### config.mk
export PLATFORM = sky130hd
export DESIGN_NAME = multicycle_control_flat
export DESIGN_NICKNAME = d
export VERILOG_FILES = /design/src/rtl/mc_ctrl_pkg.sv /design/src/rtl/multicycle_control_if.sv /design/src/rtl/mc_instr_decode.sv /design/src/rtl/multicycle_control.sv /design/src/flat_wrapper.sv
export SDC_FILE = /design/constraint.sdc
export NUM_CORES = 1
export LEC_CHECK = 0
export ABC_CLOCK_PERIOD_IN_PS = 1850
export CAP_MARGIN = 20
export CORE_UTILIZATION = 49
export DETAILED_ROUTE_END_ITERATION = 12
export PLACE_DENSITY = 0.86
export SLEW_MARGIN = 10
export SYNTH_ARGS = -nofsm -noshare
export SYNTH_HDL_FRONTEND = slang
export SYNTH_SLANG_ARGS = --single-unit
export TNS_END_PERCENT = 50
### constraint.sdc
create_clock -name Clock -period 1.85 [get_ports Clock]
set_input_delay 0.185 -clock Clock [delete_from_list [all_inputs] [get_ports Clock]]
set_output_delay 0.185 -clock Clock [all_outputs]
set_load 0.02 [all_outputs]
### src/rtl/mc_ctrl_pkg.sv
// Shared encodings for the multicycle control unit: state codes, opcodes, datapath select values
// and the Moore output table used by the controller's registered output stage.
package mc_ctrl_pkg;

  typedef enum logic [3:0] {
    S_FETCH  = 4'h0,
    S_DECODE = 4'h1,
    S_EXECR  = 4'h2,
    S_EXECI  = 4'h3,
    S_MEMADR = 4'h4,
    S_MEMRD  = 4'h5,
    S_MEMWB  = 4'h6,
    S_MEMWR  = 4'h7,
    S_ALUWB  = 4'h8,
    S_BRANCH = 4'h9,
    S_HALT   = 4'hA
  } state_t;

  localparam logic [3:0] OP_ADD  = 4'h0;
  localparam logic [3:0] OP_SUB  = 4'h1;
  localparam logic [3:0] OP_AND  = 4'h2;
  localparam logic [3:0] OP_OR   = 4'h3;
  localparam logic [3:0] OP_ADDI = 4'h4;
  localparam logic [3:0] OP_LDR  = 4'h5;
  localparam logic [3:0] OP_STR  = 4'h6;
  localparam logic [3:0] OP_BEQ  = 4'h7;
  localparam logic [3:0] OP_B    = 4'h8;
  localparam logic [3:0] OP_HALT = 4'hF;

  typedef enum logic [2:0] {
    ALU_ADD = 3'b000,
    ALU_SUB = 3'b001,
    ALU_AND = 3'b010,
    ALU_OR  = 3'b011
  } alu_op_t;

  typedef enum logic [1:0] {
    SRCB_REGB = 2'b00,
    SRCB_ONE  = 2'b01,
    SRCB_IMM  = 2'b10
  } srcb_t;

  typedef enum logic [1:0] {
    RES_ALUOUT  = 2'b00,
    RES_MEMDATA = 2'b01,
    RES_ALU     = 2'b10
  } res_t;

  typedef struct packed {
    logic    pc_write;
    logic    ir_write;
    logic    reg_write;
    logic    mem_write;
    logic    adr_src;
    logic    alu_src_a;
    srcb_t   alu_src_b;
    alu_op_t alu_op;
    res_t    result_src;
  } ctrl_t;

  // Moore outputs of a state; alu_fn is Opcode[1:0], only meaningful in EXECR.
  function automatic ctrl_t state_ctrl(state_t s, logic [1:0] alu_fn);
    ctrl_t c;
    c = '0;
    case (s)
      S_FETCH: begin
        c.ir_write   = 1'b1;
        c.pc_write   = 1'b1;
        c.alu_src_b  = SRCB_ONE;
        c.result_src = RES_ALU;
      end
      S_DECODE: c.alu_src_b = SRCB_IMM;
      S_EXECR: begin
        c.alu_src_a = 1'b1;
        c.alu_op    = alu_op_t'({1'b0, alu_fn});
      end
      S_EXECI, S_MEMADR: begin
        c.alu_src_a = 1'b1;
        c.alu_src_b = SRCB_IMM;
      end
      S_MEMRD: c.adr_src = 1'b1;
      S_MEMWB: begin
        c.result_src = RES_MEMDATA;
        c.reg_write  = 1'b1;
      end
      S_MEMWR: begin
        c.adr_src   = 1'b1;
        c.mem_write = 1'b1;
      end
      S_ALUWB: c.reg_write = 1'b1;
      S_BRANCH: begin
        c.alu_src_a = 1'b1;
        c.alu_op    = ALU_SUB;
      end
      default: ;
    endcase
    return c;
  endfunction

endpackage

### src/rtl/multicycle_control_if.sv
// Controller <-> datapath bundle; master is the control unit, slave the datapath.
// MCCTRL_MEM_WAIT_EN adds the MemReady handshake from memory.
interface multicycle_control_if #(parameter int CW = 16);
  logic [3:0]    Opcode;
  logic          Zero;
`ifdef MCCTRL_MEM_WAIT_EN
  logic          MemReady;
`endif
  logic          PCWrite;
  logic          IRWrite;
  logic          RegWrite;
  logic          MemWrite;
  logic          AdrSrc;
  logic          ALUSrcA;
  logic [1:0]    ALUSrcB;
  logic [2:0]    ALUOp;
  logic [1:0]    ResultSrc;
  logic [3:0]    State;
  logic          Illegal;
  logic [CW-1:0] RetireCount;

`ifdef MCCTRL_MEM_WAIT_EN
  modport master (input Opcode, Zero, MemReady,
                  output PCWrite, IRWrite, RegWrite, MemWrite, AdrSrc, ALUSrcA, ALUSrcB,
                         ALUOp, ResultSrc, State, Illegal, RetireCount);
  modport slave  (output Opcode, Zero, MemReady,
                  input PCWrite, IRWrite, RegWrite, MemWrite, AdrSrc, ALUSrcA, ALUSrcB,
                        ALUOp, ResultSrc, State, Illegal, RetireCount);
`else
  modport master (input Opcode, Zero,
                  output PCWrite, IRWrite, RegWrite, MemWrite, AdrSrc, ALUSrcA, ALUSrcB,
                         ALUOp, ResultSrc, State, Illegal, RetireCount);
  modport slave  (output Opcode, Zero,
                  input PCWrite, IRWrite, RegWrite, MemWrite, AdrSrc, ALUSrcA, ALUSrcB,
                        ALUOp, ResultSrc, State, Illegal, RetireCount);
`endif
endinterface

### src/rtl/mc_instr_decode.sv
// Combinational opcode classifier; zero latency, no flow control.
module mc_instr_decode
  import mc_ctrl_pkg::*;
(
  input  logic [3:0] i_opcode,
  output logic       o_is_rtype,
  output logic       o_is_addi,
  output logic       o_is_ldr,
  output logic       o_is_str,
  output logic       o_is_beq,
  output logic       o_is_b,
  output logic       o_is_halt,
  output logic       o_is_illegal
);

  always_comb begin
    o_is_rtype   = 1'b0;
    o_is_addi    = 1'b0;
    o_is_ldr     = 1'b0;
    o_is_str     = 1'b0;
    o_is_beq     = 1'b0;
    o_is_b       = 1'b0;
    o_is_halt    = 1'b0;
    o_is_illegal = 1'b0;
    case (i_opcode)
      OP_ADD, OP_SUB, OP_AND, OP_OR: o_is_rtype = 1'b1;
      OP_ADDI: o_is_addi = 1'b1;
      OP_LDR:  o_is_ldr  = 1'b1;
      OP_STR:  o_is_str  = 1'b1;
      OP_BEQ:  o_is_beq  = 1'b1;
      OP_B:    o_is_b    = 1'b1;
      OP_HALT: o_is_halt = 1'b1;
      default: o_is_illegal = 1'b1;
    endcase
  end

endmodule

### src/rtl/multicycle_control.sv
// Multicycle processor control FSM with registered Moore outputs, Mealy branch PCWrite and retire counter.
// MCCTRL_MEM_WAIT_EN: FETCH/MEMRD/MEMWR stall on MemReady low; otherwise memory is single-cycle.
module multicycle_control
  import mc_ctrl_pkg::*;
#(
  parameter int CW = 16
) (
  input  logic                 Clock,
  input  logic                 Reset,
  multicycle_control_if.master bus
);

  state_t        r_state;
  state_t        w_next;
  ctrl_t         r_ctrl;
  ctrl_t         w_ctrl;
  logic          r_illegal;
  logic [CW-1:0] r_retire;
  logic          w_mem_rdy;
  logic          w_retire;
  logic          w_br_take;
  logic          w_fetch_gate;
  logic          w_is_rtype, w_is_addi, w_is_ldr, w_is_str;
  logic          w_is_beq, w_is_b, w_is_halt, w_is_illegal;

`ifdef MCCTRL_MEM_WAIT_EN
  assign w_mem_rdy = bus.MemReady;
`else
  assign w_mem_rdy = 1'b1;
`endif

  mc_instr_decode u_dec (
    .i_opcode     (bus.Opcode),
    .o_is_rtype   (w_is_rtype),
    .o_is_addi    (w_is_addi),
    .o_is_ldr     (w_is_ldr),
    .o_is_str     (w_is_str),
    .o_is_beq     (w_is_beq),
    .o_is_b       (w_is_b),
    .o_is_halt    (w_is_halt),
    .o_is_illegal (w_is_illegal)
  );

  always_comb begin
    w_next = S_FETCH;
    case (r_state)
      S_FETCH:  w_next = w_mem_rdy ? S_DECODE : S_FETCH;
      S_DECODE: begin
        if (w_is_rtype)               w_next = S_EXECR;
        else if (w_is_addi)           w_next = S_EXECI;
        else if (w_is_ldr || w_is_str) w_next = S_MEMADR;
        else if (w_is_beq || w_is_b)  w_next = S_BRANCH;
        else if (w_is_halt)           w_next = S_HALT;
        else                          w_next = S_FETCH;
      end
      S_EXECR, S_EXECI: w_next = S_ALUWB;
      S_MEMADR: w_next = w_is_ldr ? S_MEMRD : S_MEMWR;
      S_MEMRD:  w_next = w_mem_rdy ? S_MEMWB : S_MEMRD;
      S_MEMWR:  w_next = w_mem_rdy ? S_FETCH : S_MEMWR;
      S_HALT:   w_next = S_HALT;
      default:  w_next = S_FETCH;
    endcase
  end

  // FETCH self-loops while waiting on memory, so it is excluded from the retire sources.
  assign w_retire = (w_next == S_FETCH) &&
                    (r_state inside {S_MEMWB, S_MEMWR, S_ALUWB, S_BRANCH, S_DECODE});

  always_ff @(posedge Clock) begin
    if (Reset) begin
      r_state   <= S_FETCH;
      r_ctrl    <= state_ctrl(S_FETCH, 2'b00);
      r_illegal <= 1'b0;
      r_retire  <= '0;
    end else begin
      r_state <= w_next;
      r_ctrl  <= state_ctrl(w_next, bus.Opcode[1:0]);
      if (r_state == S_DECODE && w_is_illegal)
        r_illegal <= 1'b1;
      if (w_retire)
        r_retire <= r_retire + CW'(1);
    end
  end

  assign w_br_take    = (r_state == S_BRANCH) && (w_is_b || (w_is_beq && bus.Zero));
  assign w_fetch_gate = (r_state != S_FETCH) || w_mem_rdy;

  always_comb begin
    w_ctrl          = r_ctrl;
    w_ctrl.pc_write = (r_ctrl.pc_write && w_fetch_gate) || w_br_take;
    w_ctrl.ir_write = r_ctrl.ir_write && w_fetch_gate;
    if (Reset) begin
      w_ctrl           = state_ctrl(S_FETCH, 2'b00);
      w_ctrl.pc_write  = 1'b0;
      w_ctrl.ir_write  = 1'b0;
      w_ctrl.reg_write = 1'b0;
      w_ctrl.mem_write = 1'b0;
    end
  end

  assign bus.PCWrite     = w_ctrl.pc_write;
  assign bus.IRWrite     = w_ctrl.ir_write;
  assign bus.RegWrite    = w_ctrl.reg_write;
  assign bus.MemWrite    = w_ctrl.mem_write;
  assign bus.AdrSrc      = w_ctrl.adr_src;
  assign bus.ALUSrcA     = w_ctrl.alu_src_a;
  assign bus.ALUSrcB     = w_ctrl.alu_src_b;
  assign bus.ALUOp       = w_ctrl.alu_op;
  assign bus.ResultSrc   = w_ctrl.result_src;
  assign bus.State       = r_state;
  assign bus.Illegal     = r_illegal;
  assign bus.RetireCount = r_retire;

endmodule

### src/flat_wrapper.sv
// flat-port wrapper written by rule: the top's interface ports become plain ports
module multicycle_control_flat import mc_ctrl_pkg::*;
#(
  parameter int CW = 16
)
  (Clock, Reset, bus_Opcode, bus_Zero, bus_PCWrite, bus_IRWrite, bus_RegWrite, bus_MemWrite, bus_AdrSrc, bus_ALUSrcA, bus_ALUSrcB, bus_ALUOp, bus_ResultSrc, bus_State, bus_Illegal, bus_RetireCount);
  multicycle_control_if #(.CW(CW)) bus_i ();
  input  logic Clock;
  input  logic Reset;
  input wire logic [$bits(bus_i.Opcode)-1:0] bus_Opcode;
  input wire logic [$bits(bus_i.Zero)-1:0] bus_Zero;
  output wire logic [$bits(bus_i.PCWrite)-1:0] bus_PCWrite;
  output wire logic [$bits(bus_i.IRWrite)-1:0] bus_IRWrite;
  output wire logic [$bits(bus_i.RegWrite)-1:0] bus_RegWrite;
  output wire logic [$bits(bus_i.MemWrite)-1:0] bus_MemWrite;
  output wire logic [$bits(bus_i.AdrSrc)-1:0] bus_AdrSrc;
  output wire logic [$bits(bus_i.ALUSrcA)-1:0] bus_ALUSrcA;
  output wire logic [$bits(bus_i.ALUSrcB)-1:0] bus_ALUSrcB;
  output wire logic [$bits(bus_i.ALUOp)-1:0] bus_ALUOp;
  output wire logic [$bits(bus_i.ResultSrc)-1:0] bus_ResultSrc;
  output wire logic [$bits(bus_i.State)-1:0] bus_State;
  output wire logic [$bits(bus_i.Illegal)-1:0] bus_Illegal;
  output wire logic [$bits(bus_i.RetireCount)-1:0] bus_RetireCount;
  assign bus_i.Opcode = bus_Opcode;
  assign bus_i.Zero = bus_Zero;
  assign bus_PCWrite = bus_i.PCWrite;
  assign bus_IRWrite = bus_i.IRWrite;
  assign bus_RegWrite = bus_i.RegWrite;
  assign bus_MemWrite = bus_i.MemWrite;
  assign bus_AdrSrc = bus_i.AdrSrc;
  assign bus_ALUSrcA = bus_i.ALUSrcA;
  assign bus_ALUSrcB = bus_i.ALUSrcB;
  assign bus_ALUOp = bus_i.ALUOp;
  assign bus_ResultSrc = bus_i.ResultSrc;
  assign bus_State = bus_i.State;
  assign bus_Illegal = bus_i.Illegal;
  assign bus_RetireCount = bus_i.RetireCount;
  multicycle_control #(.CW(CW)) u_core (.Clock(Clock), .Reset(Reset), .bus(bus_i));
endmodule
==> qor.csv, run 1 <==
stage;metric;value;unit
logic_synthesis;async_flop_share;0;%
global_route;grt_pass1_wl;6.43;mm
sta;fmax;559;MHz
worst_setup_path;crit_slowest_cell;clkdlybuf4s50_1;
logic_synthesis;syn_avg_cell_area;8.17;sq um
worst_setup_path;crit_type;in2reg;
logic_synthesis;synth-edff-count;0;
worst_setup_path;cp_max_fo;8;
worst_setup_path;cp-end-kind;flip-flop;
sta;final_hold_viol_count;0;
logic_synthesis;syn_nets;209;
logic_synthesis;synthFlopType;dfxtp_1;
worst_setup_path;cp-start-kind;input pin;
placement;place_congestion;0.944;
logic_synthesis;ys_warn_count;0;
power;p_int;0.00105;W
die;placementRows;20;
power;peakVddDrop;0.000394;V
detailed_routing;wirelength;4.00;mm
die;die-area;3590;sq um
power;leakagePower;0.934;nW
detailed_routing;wl_per_cell;13.1;um
power;p_total;0.00146;W
detailed_routing;drt_iter0_markers;77;
detailed_routing;postRouteAntennaNets;0;
sta;finClkSkew;8.80;ps
cells_and_area;stdcell_count;306;
clock_tree;cts_made_buffers;5;
die;dieWidth;59.9;um
placement;hpwl;3.04;mm
cells_and_area;num_antenna_cells;0;
global_route;groute.layer.met1.usage;29.1;%
logic_synthesis;yosysSeqAreaShare;36.6;%
clock_tree;cts_setup_buffers;0;
worst_setup_path;max_stage_delay;510;ps
power;power_frac_clock;26.9;%
global_route;grt_pass1_vias;1505;
global_route;busiest_layer;met2;
clock_tree;clk_pin_slew;90;ps
logic_synthesis;synthCells;201;
min_path;hold_path_class;in2reg;
cells_and_area;layout.nets;269;
logic_synthesis;synth_area_leaders;dfxtp_1, a21oi_1, nor2b_1;
sta;setup_ws;61.7;ps
logic_synthesis;syn-cell-area;1640;sq um
placement;dpl-instance-area;2220;sq um
clock_tree;worst_skew_pair.late_latency;310;ps
power;p_sw;0.000419;W
placement;numPortBuffers;39;
die;fp.dieH;59.9;um
logic_synthesis;ys_seq_elements;30;
clock_tree;ctsRootBufferMaster;clkbuf_4;
logic_synthesis;ys_top_cells_by_count;dfxtp_1, nor2_1, a21oi_1;
global_route;met3_usage;5.19;%
die;initial_core_util;52.5;%
global_route;grt_max_degree;22;
worst_setup_path;crit_arrival;2000;ps
logic_synthesis;yosysUniqueCellTypes;54;
global_route;grt.overflow.total;0;
placement;dp.cells;298;
clock_tree;clockBufferDepth;2;
detailed_routing;num_vias;1662;
sta;drv_slew;0;
clock_tree;htreeDepth;2;
sta;finalSetupViolCount;0;
die;ios;41;
power;combPwrFrac;25.6;%
detailed_routing;dr.pass1.iters;4;
clock_tree;numClockSinks;30;
clock_tree;ctsHoldBuffers;0;
power;sw_frac_of_total;28.6;%
cells_and_area;drive_gt1_share;20.2;%
sta;post-route-period-util;96.7;%
clock_tree;cts_tree;yes;
placement;dpl_worst_slack;-310;ps
status;outcome;completed;
global_route;antenna_found_initial;0;
global_route;grt_usage;24.2;%
power;seqPwrFrac;47.5;%
logic_synthesis;yosysMostFrequentCell;dfxtp_1;
cells_and_area;final_area;2320;sq um
run;cap_violations;0;
worst_setup_path;required;2060;ps
logic_synthesis;synth.largest_area_cell;dfxtp_1;
die;core_area;3130;sq um
sta;min_period;1790;ps
detailed_routing;vias_per_cell;5.43;
power;powerDensity;631;nW/um^2
logic_synthesis;synth_top_area_share;36.6;%
detailed_routing;remaining_drc_errors;0;
worst_setup_path;path_cells;clkdlybuf4s50_1 -> buf_6 -> or4b_4 -> a31o_1 -> nor3b_2 -> mux2_4;
global_route;grt_use_met2;42.1;%
cells_and_area;syn_to_final_growth;41.2;%
routing by layer:
metal,up-vias,wire length [um]
li1,832,-
met1,766,1730
met2,60,1990
met3,4,252
met4,0,34
met5,-,0
state kept, by name, indices dropped and copies added (netlist names):
| signal | flops |
|---|---|
| u_core.bus.RetireCount | 16 |
| u_core.bus.State | 4 |
| u_core.bus.Illegal | 1 |
| u_core.r_ctrl | 9 |
logic make-up (layout without fill, tap and decap cells):
group | after synthesis | count (layout) | share of synthesized area [%]
multiplexers | 1 | 1 | 0.914
AND/OR/NAND/NOR | 89 | 89 | 30.9
adder cells (fa/ha/maj) | 2 | 2 | 1.37
buffers and inverters | 20 | 81 | 6.55
flip-flops | 30 | 30 | 36.6
AO/OA/AOI/OAI | 50 | 50 | 19.2
other | 1 | 1 | 0.228
XOR/XNOR | 8 | 8 | 4.27
placed cells by master, fill, tap and decap left out, types with 2 or more instances in the layout:
cell type,instances
a21oi_1,17
a31oi_1,3
a31oi_2,2
and2_1,4
and3_1,4
buf_4,28
clkbuf_4,5
clkdlybuf4s50_1,29
dfxtp_1,27
dfxtp_2,2
dlygate4sd2_1,4
dlymetal6s2s_1,5
inv_1,5
nand2_1,9
nand2b_1,2
nand3_1,10
nand4_1,2
nor2_1,20
nor2b_1,13
nor3b_2,2
o21ai_0,5
o21ai_1,6
o31ai_1,2
or3_1,10
or4b_4,2
xnor2_1,6
xor2_1,2
final timing paths:
| kind | startpoint | end | slack, ps | cells past startpoint |
|---|---|---|---|---|
| setup / recovery | bus_Opcode[3] | u_core.bus.RetireCount[6]$_SDFFE_PP0P_ | 60 | 6 |
| hold / removal | Reset | u_core.bus.RetireCount[7]$_SDFFE_PP0P_ | 390 | 3 |
| setup reg to reg | u_core.bus.State[1]$_SDFF_PP0_ | u_core.bus.RetireCount[6]$_SDFFE_PP0P_ | 70 | 6 |
| hold reg to reg | u_core.bus.Illegal$_SDFFE_PP0P_ | u_core.bus.Illegal$_SDFFE_PP0P_ | 480 | 2 |
power by group through the flow:
| stage | Sequential (W) | Clock (W) | Combinational [W] |
|---|---|---|---|
| CTS | 0.000695 | 0.000409 | 0.000364 |
| finish | 0.000696 | 0.000393 | 0.000375 |
| floorplan | 0.000714 | 0 | 0.000193 |
| global placement | 0.000708 | 0 | 0.000357 |
| detailed placement | 0.000709 | 0 | 0.000364 |
| global route | 0.000699 | 0.000435 | 0.000407 |
final cells by class:
cell class,count,area [sq um]
fill,244,810
timing repair buffer,68,614
tap,44,55.1
clock inverter,1,5.00
multi-input combinational,151,963
clock buffer,7,55.1
sequential,30,607
inverter,5,18.8
critical path, delay by kind of cell:
kind                   cells  cell delay (ps)
multiplexers               1              290
AND/OR/NAND/NOR            2              650
AO/OA/AOI/OAI              1              220
buffers and inverters      2              650
metrics by stage:
step / utilization (%) / hold WS, ps / TNS (ps)
after global routing: 74.1 / 419 / -1.23
after detailed placement: 70.8 / 471 / -3670
after floorplan: - / 390 / 0
after global placement: 70.8 / 462 / -3180
after CTS: 72.7 / 495 / 0
final: 74.1 / 390 / 0
what timing repair did:
item                                    4_1_cts  5_1_grt
endpoints found under the setup margin       10       15
resized for setup                             9       18
pin swaps                                     1        6
Note: power is estimated with default switching activity, not from simulation.
==> run 2: changes to the inputs <==
--- a/config.mk
+++ b/config.mk
@@ -6,7 +6,6 @@
 export NUM_CORES = 1
 export LEC_CHECK = 0
 export ABC_CLOCK_PERIOD_IN_PS = 1850
-export CAP_MARGIN = 20
 export CORE_UTILIZATION = 49
 export DETAILED_ROUTE_END_ITERATION = 12
 export PLACE_DENSITY = 0.86
==> results of run 2 <==
Final layout, timing and power as in run 1 (identical DEF).
